File: config.mk
export PLATFORM = sky130hd
export DESIGN_NAME = sipo_deserializer_flat
export DESIGN_NICKNAME = d
export VERILOG_FILES = /design/src/rtl/sipo_deserializer_if.sv /design/src/rtl/sipo_deserializer.sv /design/src/flat_wrapper.sv
export SDC_FILE = /design/constraint.sdc
export NUM_CORES = 1
export LEC_CHECK = 0
export ABC_AREA = 1
export CAP_MARGIN = 20
export CORE_UTILIZATION = 52
export CTS_CLUSTER_DIAMETER = 120
export DETAILED_ROUTE_END_ITERATION = 16
export PLACE_DENSITY = 0.77
export SLEW_MARGIN = 10
export SYNTH_ARGS = -nofsm -noshare
export SYNTH_HDL_FRONTEND = slang
export SYNTH_SLANG_ARGS = --single-unit
export TNS_END_PERCENT = 30
File: constraint.sdc
create_clock -name clk -period 1.72 [get_ports clk]
set_input_delay 0.516 -clock clk [delete_from_list [all_inputs] [get_ports clk]]
set_output_delay 0.516 -clock clk [all_outputs]
set_load 0.01 [all_outputs]
File: src/rtl/sipo_deserializer_if.sv
// Serial stream in, word holding register out, for sipo_deserializer.
// master = serial source plus word consumer; slave = the deserializer.
interface sipo_deserializer_if #(
  parameter int SIZE = 8
);
  logic            serial_in;
  logic            serial_valid;
  logic            data_ready;
  logic [SIZE-1:0] data_out;
  logic            data_valid;
  logic            busy;
  logic            overrun;
  logic            parity_err;

  modport master (
    output serial_in, serial_valid, data_ready,
    input  data_out, data_valid, busy, overrun, parity_err
  );

  modport slave (
    input  serial_in, serial_valid, data_ready,
    output data_out, data_valid, busy, overrun, parity_err
  );
endinterface

File: src/rtl/sipo_deserializer.sv
// Reassembles SIZE-bit words from a 1-bit stream into a valid/ready holding register, flagging overruns.
// Define SIPO_PARITY_EN to add a trailing even-parity bit per frame and report parity_err.
module sipo_deserializer #(
  parameter int SIZE      = 8,
  parameter int SHIFT_DIR = 0
) (
  input logic                clk,
  input logic                reset_n,
  sipo_deserializer_if.slave bus
);
`ifdef SIPO_PARITY_EN
  localparam int FRAME_LEN = SIZE + 1;
`else
  localparam int FRAME_LEN = SIZE;
`endif
  localparam int CW = (FRAME_LEN > 1) ? $clog2(FRAME_LEN) : 1;
  localparam logic [CW-1:0] LAST = CW'(FRAME_LEN - 1);

  logic [SIZE-1:0] r_sr;
  logic [CW-1:0]   r_bit_count;
  logic [SIZE-1:0] r_data_out;
  logic            r_data_valid;
  logic            r_busy;
  logic            r_overrun;
  logic            r_parity_err;

  logic [SIZE-1:0] w_word;
  logic [CW-1:0]   w_cnt_nxt;
  logic            w_last;
  logic            w_par;
  int              w_pos;

  // w_word is the shift register with the current bit merged in, so the
  // completing edge can deliver a word that includes its own sample.
  always_comb begin
    w_word = r_sr;
    w_pos  = (SHIFT_DIR != 0) ? (SIZE - 1 - int'(r_bit_count)) : int'(r_bit_count);
    if (int'(r_bit_count) < SIZE) begin
      for (int i = 0; i < SIZE; i++) begin
        if (i == w_pos) w_word[i] = bus.serial_in;
      end
    end
  end

  assign w_last    = bus.serial_valid && (r_bit_count == LAST);
  assign w_cnt_nxt = w_last ? '0 : r_bit_count + 1'b1;

`ifdef SIPO_PARITY_EN
  assign w_par = (^r_sr) ^ bus.serial_in;
`else
  assign w_par = 1'b0;
`endif

  always_ff @(posedge clk) begin
    if (!reset_n) begin
      r_sr         <= '0;
      r_bit_count  <= '0;
      r_data_out   <= '0;
      r_data_valid <= 1'b0;
      r_busy       <= 1'b0;
      r_overrun    <= 1'b0;
      r_parity_err <= 1'b0;
    end else begin
      if (bus.serial_valid) begin
        r_sr        <= w_word;
        r_bit_count <= w_cnt_nxt;
      end
      r_busy    <= bus.serial_valid ? (w_cnt_nxt != '0) : (r_bit_count != '0);
      r_overrun <= w_last && r_data_valid && !bus.data_ready;
      // A completion may reuse the slot in the same edge it is being consumed.
      if (w_last && (!r_data_valid || bus.data_ready)) begin
        r_data_out   <= w_word;
        r_data_valid <= 1'b1;
        r_parity_err <= w_par;
      end else if (r_data_valid && bus.data_ready) begin
        r_data_valid <= 1'b0;
      end
    end
  end

  assign bus.data_out   = r_data_out;
  assign bus.data_valid = r_data_valid;
  assign bus.busy       = r_busy;
  assign bus.overrun    = r_overrun;
  assign bus.parity_err = r_parity_err;
endmodule

File: src/flat_wrapper.sv
// flat-port wrapper written by rule: the top's interface ports become plain ports
module sipo_deserializer_flat 
#(
  parameter int SIZE      = 8,
  parameter int SHIFT_DIR = 0
)
  (clk, reset_n, bus_serial_in, bus_serial_valid, bus_data_ready, bus_data_out, bus_data_valid, bus_busy, bus_overrun, bus_parity_err);
  sipo_deserializer_if #(.SIZE(SIZE)) bus_i ();
  input logic clk;
  input logic reset_n;
  input wire logic [$bits(bus_i.serial_in)-1:0] bus_serial_in;
  input wire logic [$bits(bus_i.serial_valid)-1:0] bus_serial_valid;
  input wire logic [$bits(bus_i.data_ready)-1:0] bus_data_ready;
  output wire logic [$bits(bus_i.data_out)-1:0] bus_data_out;
  output wire logic [$bits(bus_i.data_valid)-1:0] bus_data_valid;
  output wire logic [$bits(bus_i.busy)-1:0] bus_busy;
  output wire logic [$bits(bus_i.overrun)-1:0] bus_overrun;
  output wire logic [$bits(bus_i.parity_err)-1:0] bus_parity_err;
  assign bus_i.serial_in = bus_serial_in;
  assign bus_i.serial_valid = bus_serial_valid;
  assign bus_i.data_ready = bus_data_ready;
  assign bus_data_out = bus_i.data_out;
  assign bus_data_valid = bus_i.data_valid;
  assign bus_busy = bus_i.busy;
  assign bus_overrun = bus_i.overrun;
  assign bus_parity_err = bus_i.parity_err;
  sipo_deserializer #(.SIZE(SIZE), .SHIFT_DIR(SHIFT_DIR)) u_core (.clk(clk), .reset_n(reset_n), .bus(bus_i));
endmodule
==> flow_summary.toml, run 1 <==
[synth]
synth_common_cells = "nand2_1 (46), nor2_1 (30), inv_1 (27), dfxtp_1 (22)"
ys_async_sr_fraction_pct = 0
netlist_area_um2 = 1110
ys_warn_count = 0
synth_top_area_share_pct = 39.6
yosysUniqueCellTypes = 16
synthFlopType = "dfxtp_1"
syn_avg_cell_area_um2 = 6.63
synthCells = 168
synth_edf_count = 0
seq_area_frac_synth_pct = 39.6
synth_area_leaders = "dfxtp_1 (40%), nand2_1 (16%), nor2_1 (10%)"
synth-seq-cells = 22
yosysMostFrequentCell = "nand2_1"
yosysTopAreaCell = "dfxtp_1"
synth_fp_nets = 179

[place]
dp_worst_setup_slack_ns = -0.0269
gp_congestion = 0.825
port-buffer-count = 15
dp_hpwl_um = 1650

[critical_path]
path_cells = "clkdlybuf4s50_1"
cp.required_ns = 1.20
crit_family = "buffers and inverters"
r2r_cells = 7
worst_path_max_delay_cell = "clkdlybuf4s50_1"
worstPathArrival_ns = 1.15
cp_max_fo = 1
r2r-start = "u_core.r_bit_count[0]$_SDFFE_PN0P_"
critPathCaptureType = "output pin"
reg2reg_slack_ns = 0.19
cp-start-kind = "flip-flop"
critical_path_depth = 1
path_buf_inv = 1
r2r-end = "u_core.bus.data_out[3]$_SDFFE_PN0P_"
cp_slowest_stage_delay_ns = 0.52
path_class = "flip-flop to output pin"

[hold_path]
hp-start = "u_core.bus.data_out[7]$_SDFFE_PN0P_"
hold_end = "u_core.bus.data_out[7]$_SDFFE_PN0P_"
hold_class = "flip-flop to flip-flop"
hold_depth = 2

[sta]
fin_crit_sh_pct = 96.6
tns_ns = 0
fin_crit_ns = 1.66
max_freq_mhz = 602
setup_violations = 0
fin_ws_ns = 0.0589
slew_viol_final = 0
rsz0062_at_grt = "false"
fin_skew_ns = 0.0141
hold_violations = 0

[cts]
worst_skew_pair.late_latency_ns = 0.31
cts.clk_slew.worst_paths_ns = 0.10
clock_path_buffers = 2
hold_buffers = 0
cts_tree = "built"
htreeDepth = 1
cts-root-buf = "clkbuf_4"
numCtsBuffers = 3
cts_sinks = 22

[routing]
vias_per_cell = 4.70
first_iter_violations = 15
ant_nets = 0
firstDrtPassIters = 4
drc = 0
wl_um = 2140
vias = 1002
post_drt_wl_per_cell_um = 10.1

[floorplan]
rows = 16
die_h_um = 48.3
core_area_um2 = 1980
die-area_um2 = 2330
initial_utilization_pct = 56.2
die_w_um = 48.3
ioPinCount = 17

[grt]
antenna_found_initial = 0
met1_usage_pct = 25.6
grt_overflow_total = 0
grt_busiest_layer = "met2"
first_global_vias = 805
grt_use_total_pct = 21.1
grtUsageMet2_pct = 34.7
grt_max_degree = 13
grt_pass1_wl_um = 3290
use_met3_pct = 4.44

[final_layout]
syn_to_final_growth_pct = 20.2
diodes = 0
layout.nets = 199
drive_gt1_share_pct = 6.99

[power]
swShare_pct = 26.7
p_switching_mw = 0.244
clkPwrFrac_pct = 24.8
peakVddDrop_uv = 493
seqPwrFrac_pct = 59.6
p_leak_nw = 0.856
power_frac_comb_pct = 15.6
power-per-cell-area_nw_per_um2 = 684
internal_power_mw = 0.672
finalPower_mw = 0.916

[status]
status = "completed"

[job]
maxCapViolations = 0
==> cells by family (layout without fill, tap and decap cells) <==
| logic type | after synthesis | count (layout) | synth area share, % |
|---|---|---|---|
| other | 1 | 1 | 0.337 |
| AND/OR/NAND/NOR | 89 | 89 | 32.2 |
| AO/OA/AOI/OAI | 16 | 16 | 7.64 |
| adder cells (fa/ha/maj) | 6 | 6 | 6.74 |
| flip-flops | 22 | 22 | 39.6 |
| buffers and inverters | 34 | 52 | 13.5 |
==> cell type report <==
| type | count | area, um2 |
|---|---|---|
| clock buffer | 3 | 22.5 |
| fill | 189 | 643 |
| inverter | 28 | 106 |
| multi-input combinational | 112 | 523 |
| sequential | 22 | 440 |
| tap | 27 | 33.8 |
| timing repair buffer | 21 | 213 |
==> sequential cells by signal, indices dropped and copies added (netlist names) <==
signal / flops
u_core.bus.data_valid: 1
u_core.r_bit_count: 3
u_core.bus.overrun: 1
u_core.r_sr: 8
u_core.bus.busy: 1
u_core.bus.data_out: 8
==> through the flow <==
stage	hold WS, ns	utilization (%)	std cells	cell area (um2)
3_3_place_gp	0.465	65.5	210	1300
5_1_grt	0.549	67.6	213	1340
6_report	0.495	67.6	213	1340
2_1_floorplan	0.452	-	168	1110
3_5_place_dp	0.479	65.5	210	1300
4_1_cts	0.504	66.5	213	1320
==> power groups by stage <==
stage / Combinational [mW] / Clock (mW) / Sequential, mW
finish: 0.143 / 0.228 / 0.546
global route: 0.165 / 0.263 / 0.549
CTS: 0.143 / 0.235 / 0.546
detailed placement: 0.142 / 0 / 0.558
global placement: 0.138 / 0 / 0.556
floorplan: 0.0999 / 0 / 0.554
==> per-layer routing <==
| layer | share of wire (%) | wire, um |
|---|---|---|
| met1 | 48 | 1020 |
| met2 | 46 | 995 |
| met3 | 3.8 | 82 |
| met4 | 1.9 | 40 |
| met5 | 0 | 0 |
==> cells in the final DEF, fill, tap and decap left out <==
| master | synthesis | layout |
|---|---|---|
| nand2_1 | 46 | 46 |
| nor2_1 | 30 | 30 |
| inv_1 | 27 | 27 |
| dfxtp_1 | 22 | 22 |
| nand3_1 | 10 | 10 |
| o21ai_0 | 10 | 10 |
| dlymetal6s2s_1 | 0 | 8 |
| ha_1 | 6 | 6 |
| buf_4 | 3 | 6 |
| clkdlybuf4s50_1 | 0 | 5 |
| a21oi_1 | 4 | 4 |
| clkbuf_4 | 0 | 3 |
| nand2_2 | 2 | 2 |
| o211ai_1 | 2 | 2 |
| dlygate4sd2_1 | 0 | 2 |
| nand2_4 | 1 | 1 |
| clkinv_2 | 1 | 1 |
| conb_1 | 1 | 1 |
==> timing repair <==
action                                  in CTS  in global routing
endpoints found under the setup margin       2                  8
setup buffers                                0                  0
hold endpoints to repair                     0                  0
gates resized for setup                      2                  8
==> how the worst max path moves through the flow <==
stage,to,startpoint
2_1_floorplan,u_core.bus.data_out[4]$_SDFFE_PN0P_,u_core.r_bit_count[0]$_SDFFE_PN0P_
3_3_place_gp,u_core.bus.data_out[7]$_SDFFE_PN0P_,bus_serial_valid
3_5_place_dp,u_core.bus.data_out[3]$_SDFFE_PN0P_,bus_serial_valid
4_1_cts,bus_data_out[1],u_core.bus.data_out[1]$_SDFFE_PN0P_
5_1_grt,bus_busy,u_core.bus.busy$_SDFF_PN0_
6_report,bus_busy,u_core.bus.busy$_SDFF_PN0_
(Power assumes the default switching activity.)
==> inputs of run 2 (changes only) <==
--- a/config.mk
+++ b/config.mk
@@ -11,6 +11,7 @@
 export CTS_CLUSTER_DIAMETER = 120
 export DETAILED_ROUTE_END_ITERATION = 16
 export PLACE_DENSITY = 0.77
+export RECOVER_POWER = 50
 export SLEW_MARGIN = 10
 export SYNTH_ARGS = -nofsm -noshare
 export SYNTH_HDL_FRONTEND = slang
==> run 2 against run 1 <==
Compared with the run above: sequential cell count unchanged; combinational power about the same; clock skew about the same; via count about the same; cell count unchanged; clock power about the same; clock-buffer cell count unchanged; critical path depth unchanged; critical endpoint unchanged; largest cell class unchanged; highest routed layer unchanged.
==> flow_summary.toml, run 2 (synthesis gave the netlist of run 1 again) <==
[final_layout]
final_common_cell = "nand2_1"
layout.nets = 199
fill_cells = 200
drive_gt1_share_pct = 5.91
fin_area_um2 = 1310
syn_to_final_growth_pct = 17.8
final_cell_mix = "nand2_1 (46), nor2_1 (30), inv_1 (27)"
diodes = 0

[sta]
setup_violations = 0
slew_viol_final = 0
fin_ws_ns = 0.0589
max_freq_mhz = 602
fin_crit_sh_pct = 96.6
fin_crit_ns = 1.66
fin_skew_ns = 0.0140
rsz0062_at_grt = "false"
hold_violations = 0

[power]
swShare_pct = 26.8
p_switching_mw = 0.244
seqPwrFrac_pct = 59.8
internal_power_mw = 0.669
power_frac_comb_pct = 15.3
p_leak_nw = 0.694
power-per-cell-area_nw_per_um2 = 697
peakVddDrop_uv = 493
clkPwrFrac_pct = 24.9

[critical_path]
cp_max_fo = 1
crit_family = "buffers and inverters"
cp.required_ns = 1.20
critPathCaptureType = "output pin"
path_buf_inv = 1
cp-start-kind = "flip-flop"
path_cells = "clkdlybuf4s50_1"
path_class = "flip-flop to output pin"
worst_path_max_delay_cell = "clkdlybuf4s50_1"
cp_slowest_stage_delay_ns = 0.52
worstPathArrival_ns = 1.15

[routing]
post_drt_wl_per_cell_um = 10.0
vias = 1003
wl_um = 2140
firstDrtPassIters = 4
first_iter_violations = 16
ant_nets = 0
drc = 0
vias_per_cell = 4.71

[floorplan]
die_w_um = 48.3
die_h_um = 48.3
core_area_um2 = 1980
initial_utilization_pct = 56.2
die-area_um2 = 2330
rows = 16
ioPinCount = 17

[place]
dp_hpwl_um = 1650
place_area_um2 = 1300
dp_worst_setup_slack_ns = -0.0269
port-buffer-count = 15
gp_congestion = 0.825

[grt]
first_global_vias = 805
grt_use_total_pct = 21.1
antenna_found_initial = 0
grt_max_degree = 13
grt_pass1_wl_um = 3290
grt_overflow_total = 0

[cts]
htreeDepth = 1
cts-root-buf = "clkbuf_4"
cts_sinks = 22
worst_skew_pair.late_latency_ns = 0.31
clock_path_buffers = 2
cts_tree = "built"
hold_buffers = 0
cts.clk_slew.worst_paths_ns = 0.10
post_cts_buffers = 0
numCtsBuffers = 3

[status]
status = "completed"

[job]
maxCapViolations = 0

[hold_path]
hold_class = "flip-flop to flip-flop"
[run 2: cell types whose count changed in the layout (fill, tap and decap cells not counted)]
cell and delta:
buf_4 -2, clkbuf_1 +2, clkdlybuf4s25_1 +8, clkdlybuf4s50_1 -1, dlygate4sd3_1 +1, dlymetal6s2s_1 -8
[run 2: power by group through the flow]
stage	clock (mW)	combinational, mW	sequential (mW)
global route	0.263	0.163	0.549
CTS	0.235	0.143	0.546
detailed placement	0	0.142	0.558
global placement	0	0.138	0.556
floorplan	0	0.0999	0.554
finish	0.227	0.140	0.546
[run 2: worst min-delay path: stages, from the launching register on]
cell and delay, ns:
dfxtp_1 0.33, nor2_1 0.09, nor2_1 0.05
[run 2: cell type report]
class	count	area [um2]	area share, %
flip-flops and latches	22	440	33.6
well taps	27	33.8	2.58
inverters	28	106	8.11
multi-input cells	112	523	39.9
clock buffers	3	22.5	1.72
repair buffers	21	185	14.1
[run 2: path summary, 6_finish.rpt]
kind | start | to | slack [ns] | depth (start not counted)
hold / removal | u_core.bus.data_out[7]$_SDFFE_PN0P_ | u_core.bus.data_out[7]$_SDFFE_PN0P_ | 0.50 | 2
setup / recovery | u_core.bus.busy$_SDFF_PN0_ | bus_busy | 0.06 | 1
setup reg to reg | u_core.r_bit_count[0]$_SDFFE_PN0P_ | u_core.bus.data_out[3]$_SDFFE_PN0P_ | 0.19 | 7
hold reg to reg | u_core.bus.data_out[7]$_SDFFE_PN0P_ | u_core.bus.data_out[7]$_SDFFE_PN0P_ | 0.50 | 2
[run 2: routing by layer]
metal	up-vias	track usage [%]	share of wire [%]
met5	-	0	0
met4	0	11.7	1.9
met3	5	4.44	4.0
met2	22	34.7	46
met1	436	25.6	48
li1	540	-	-
[run 2: through the flow]
stage	hold slack [ns]	power [mW]	setup TNS [ns]	util [%]	instances
2_1_floorplan	0.452	0.654	0	-	168
3_3_place_gp	0.465	0.695	0	65.5	210
3_5_place_dp	0.479	0.700	-0.0483	65.5	210
4_1_cts	0.504	0.925	0	66.5	213
5_1_grt	0.550	0.974	0	66.2	213
6_report	0.498	0.914	0	66.2	213
[run 2: timing repair]
action | CTS | global route
cloned | 0 | 0
setup endpoints to repair | 2 | 8
gates resized for setup | 2 | 8
==> inputs of run 3 (changes only) <==
--- a/config.mk
+++ b/config.mk
@@ -12,6 +12,7 @@
 export DETAILED_ROUTE_END_ITERATION = 16
 export PLACE_DENSITY = 0.77
 export RECOVER_POWER = 50
+export SKIP_LAST_GASP = 1
 export SLEW_MARGIN = 10
 export SYNTH_ARGS = -nofsm -noshare
 export SYNTH_HDL_FRONTEND = slang
==> run 3 against run 2 <==
Compared with the run above: cell count unchanged; register-to-register slack worse by 0.06 ns; die area unchanged; clock power about the same; sequential share of layout area up 0.064 points; sequential power about the same; global-route usage unchanged; via count up 0.60%; clock skew down 0.0015 ns; maximum frequency down 3.2%; critical path type unchanged; largest cell class unchanged.
==> flow_summary.toml, run 3 (synthesis gave the netlist of run 1 again) <==
[critical_path]
critPathCaptureType = "output pin"
cp_max_fo = 2
path_buf_inv = 1
r2r-end = "u_core.bus.data_out[3]$_SDFFE_PN0P_"
cp-start-kind = "flip-flop"
crit_family = "buffers and inverters"
critical_path_depth = 1
reg2reg_slack_ns = 0.13
path_cells = "clkdlybuf4s50_1"
worst_path_max_delay_cell = "clkdlybuf4s50_1"
path_class = "flip-flop to output pin"
crit_end = "bus_data_out[5]"
cp_slowest_stage_delay_ns = 0.54
r2r-start = "u_core.r_bit_count[0]$_SDFFE_PN0P_"
cp.required_ns = 1.20
r2r_cells = 7
worstPathArrival_ns = 1.20
critPathLaunch = "u_core.bus.data_out[5]$_SDFFE_PN0P_"

[power]
power-per-cell-area_nw_per_um2 = 698
power_frac_comb_pct = 15.3
seqPwrFrac_pct = 59.7
p_leak_nw = 0.688
internal_power_mw = 0.670
p_switching_mw = 0.244
finalPower_mw = 0.914
peakVddDrop_uv = 493
swShare_pct = 26.7
clkPwrFrac_pct = 24.9

[floorplan]
die-area_um2 = 2330
rows = 16
die_w_um = 48.3
initial_utilization_pct = 56.2
die_h_um = 48.3
ioPinCount = 17
core_area_um2 = 1980

[sta]
setup_violations = 0
rsz0062_at_grt = "true"
fin_crit_sh_pct = 99.7
fin_ws_ns = 0.00453
hold_slack_ns = 0.495
fin_crit_ns = 1.72
max_freq_mhz = 583
fin_skew_ns = 0.0125
hold_violations = 0
slew_viol_final = 0

[routing]
ant_nets = 0
drc = 0
vias_per_cell = 4.74
firstDrtPassIters = 5
post_drt_wl_per_cell_um = 9.85
wl_um = 2100
first_iter_violations = 16
vias = 1009

[place]
dp_hpwl_um = 1650
gp_congestion = 0.825
dp_worst_setup_slack_ns = -0.0269
place_area_um2 = 1300
port-buffer-count = 15
post-place-cells = 210

[grt]
grt_overflow_total = 0
first_global_vias = 805
grt_use_total_pct = 21.1
antenna_found_initial = 0
grt_max_degree = 13
grt_pass1_wl_um = 3290

[status]
status = "completed"

[cts]
cts_tree = "built"
cts_sinks = 22
htreeDepth = 1
hold_buffers = 0
numCtsBuffers = 3
post_cts_buffers = 0
cts.clk_slew.worst_paths_ns = 0.12
worst_skew_pair.late_latency_ns = 0.31
cts-root-buf = "clkbuf_4"
ctsResizeCount = 1
clock_path_buffers = 2

[final_layout]
final_cells = 213
fin_area_um2 = 1310
final_cell_mix = "nand2_1 (47), nor2_1 (30), inv_1 (27)"
drive_gt1_share_pct = 5.91
syn_to_final_growth_pct = 17.5
final_common_cell = "nand2_1"
diodes = 0
layout.nets = 199

[hold_path]
hold_class = "flip-flop to flip-flop"

[job]
maxCapViolations = 0
==> run 3: worst min-delay path, stage by stage, from the launching register on <==
cell     delay, ns
dfxtp_1       0.34
nor2_1        0.05
nor2_1        0.08
==> run 3: worst min path at each step <==
stage                                             start  slack, ns                             endpoint  depth (start not counted)
finish              u_core.bus.data_out[3]$_SDFFE_PN0P_       0.50  u_core.bus.data_out[3]$_SDFFE_PN0P_                          2
global placement            u_core.r_sr[7]$_SDFFE_PN0P_       0.47          u_core.r_sr[7]$_SDFFE_PN0P_                          2
floorplan                   u_core.r_sr[7]$_SDFFE_PN0P_       0.45          u_core.r_sr[7]$_SDFFE_PN0P_                          2
CTS                 u_core.bus.data_out[7]$_SDFFE_PN0P_       0.50  u_core.bus.data_out[7]$_SDFFE_PN0P_                          2
global route        u_core.bus.data_out[3]$_SDFFE_PN0P_       0.55  u_core.bus.data_out[3]$_SDFFE_PN0P_                          2
detailed placement  u_core.bus.data_out[3]$_SDFFE_PN0P_       0.48  u_core.bus.data_out[3]$_SDFFE_PN0P_                          2
==> run 3: power groups by stage <==
stage          logic, mW  clock network, mW  registers (mW)
2_1_floorplan     0.0999                  0           0.554
3_5_place_dp       0.142                  0           0.558
4_1_cts            0.143              0.235           0.546
6_report           0.140              0.228           0.546
5_1_grt            0.163              0.262           0.549
3_3_place_gp       0.138                  0           0.556
==> run 3: routing by layer <==
layer	GRT usage, %	vias up	routed length (um)
li1	-	540	-
met1	25.6	442	1010
met2	34.7	22	965
met3	4.44	5	77
met4	11.7	0	44
met5	0	-	0
==> run 3: final cells by class <==
| cell class | instances | area [um2] |
|---|---|---|
| fill | 196 | 673 |
| sequential | 22 | 440 |
| inverter | 28 | 106 |
| timing repair buffer | 21 | 190 |
| multi-input combinational | 112 | 515 |
| clock buffer | 3 | 22.5 |
| tap | 27 | 33.8 |
==> run 3: metrics by stage <==
stage / setup TNS [ns] / util [%]
after global routing: -0.384 / 66.0
after CTS: -0.00321 / 66.6
after floorplan: 0 / -
after detailed placement: -0.0483 / 65.5
after global placement: 0 / 65.5
final: 0 / 66.0
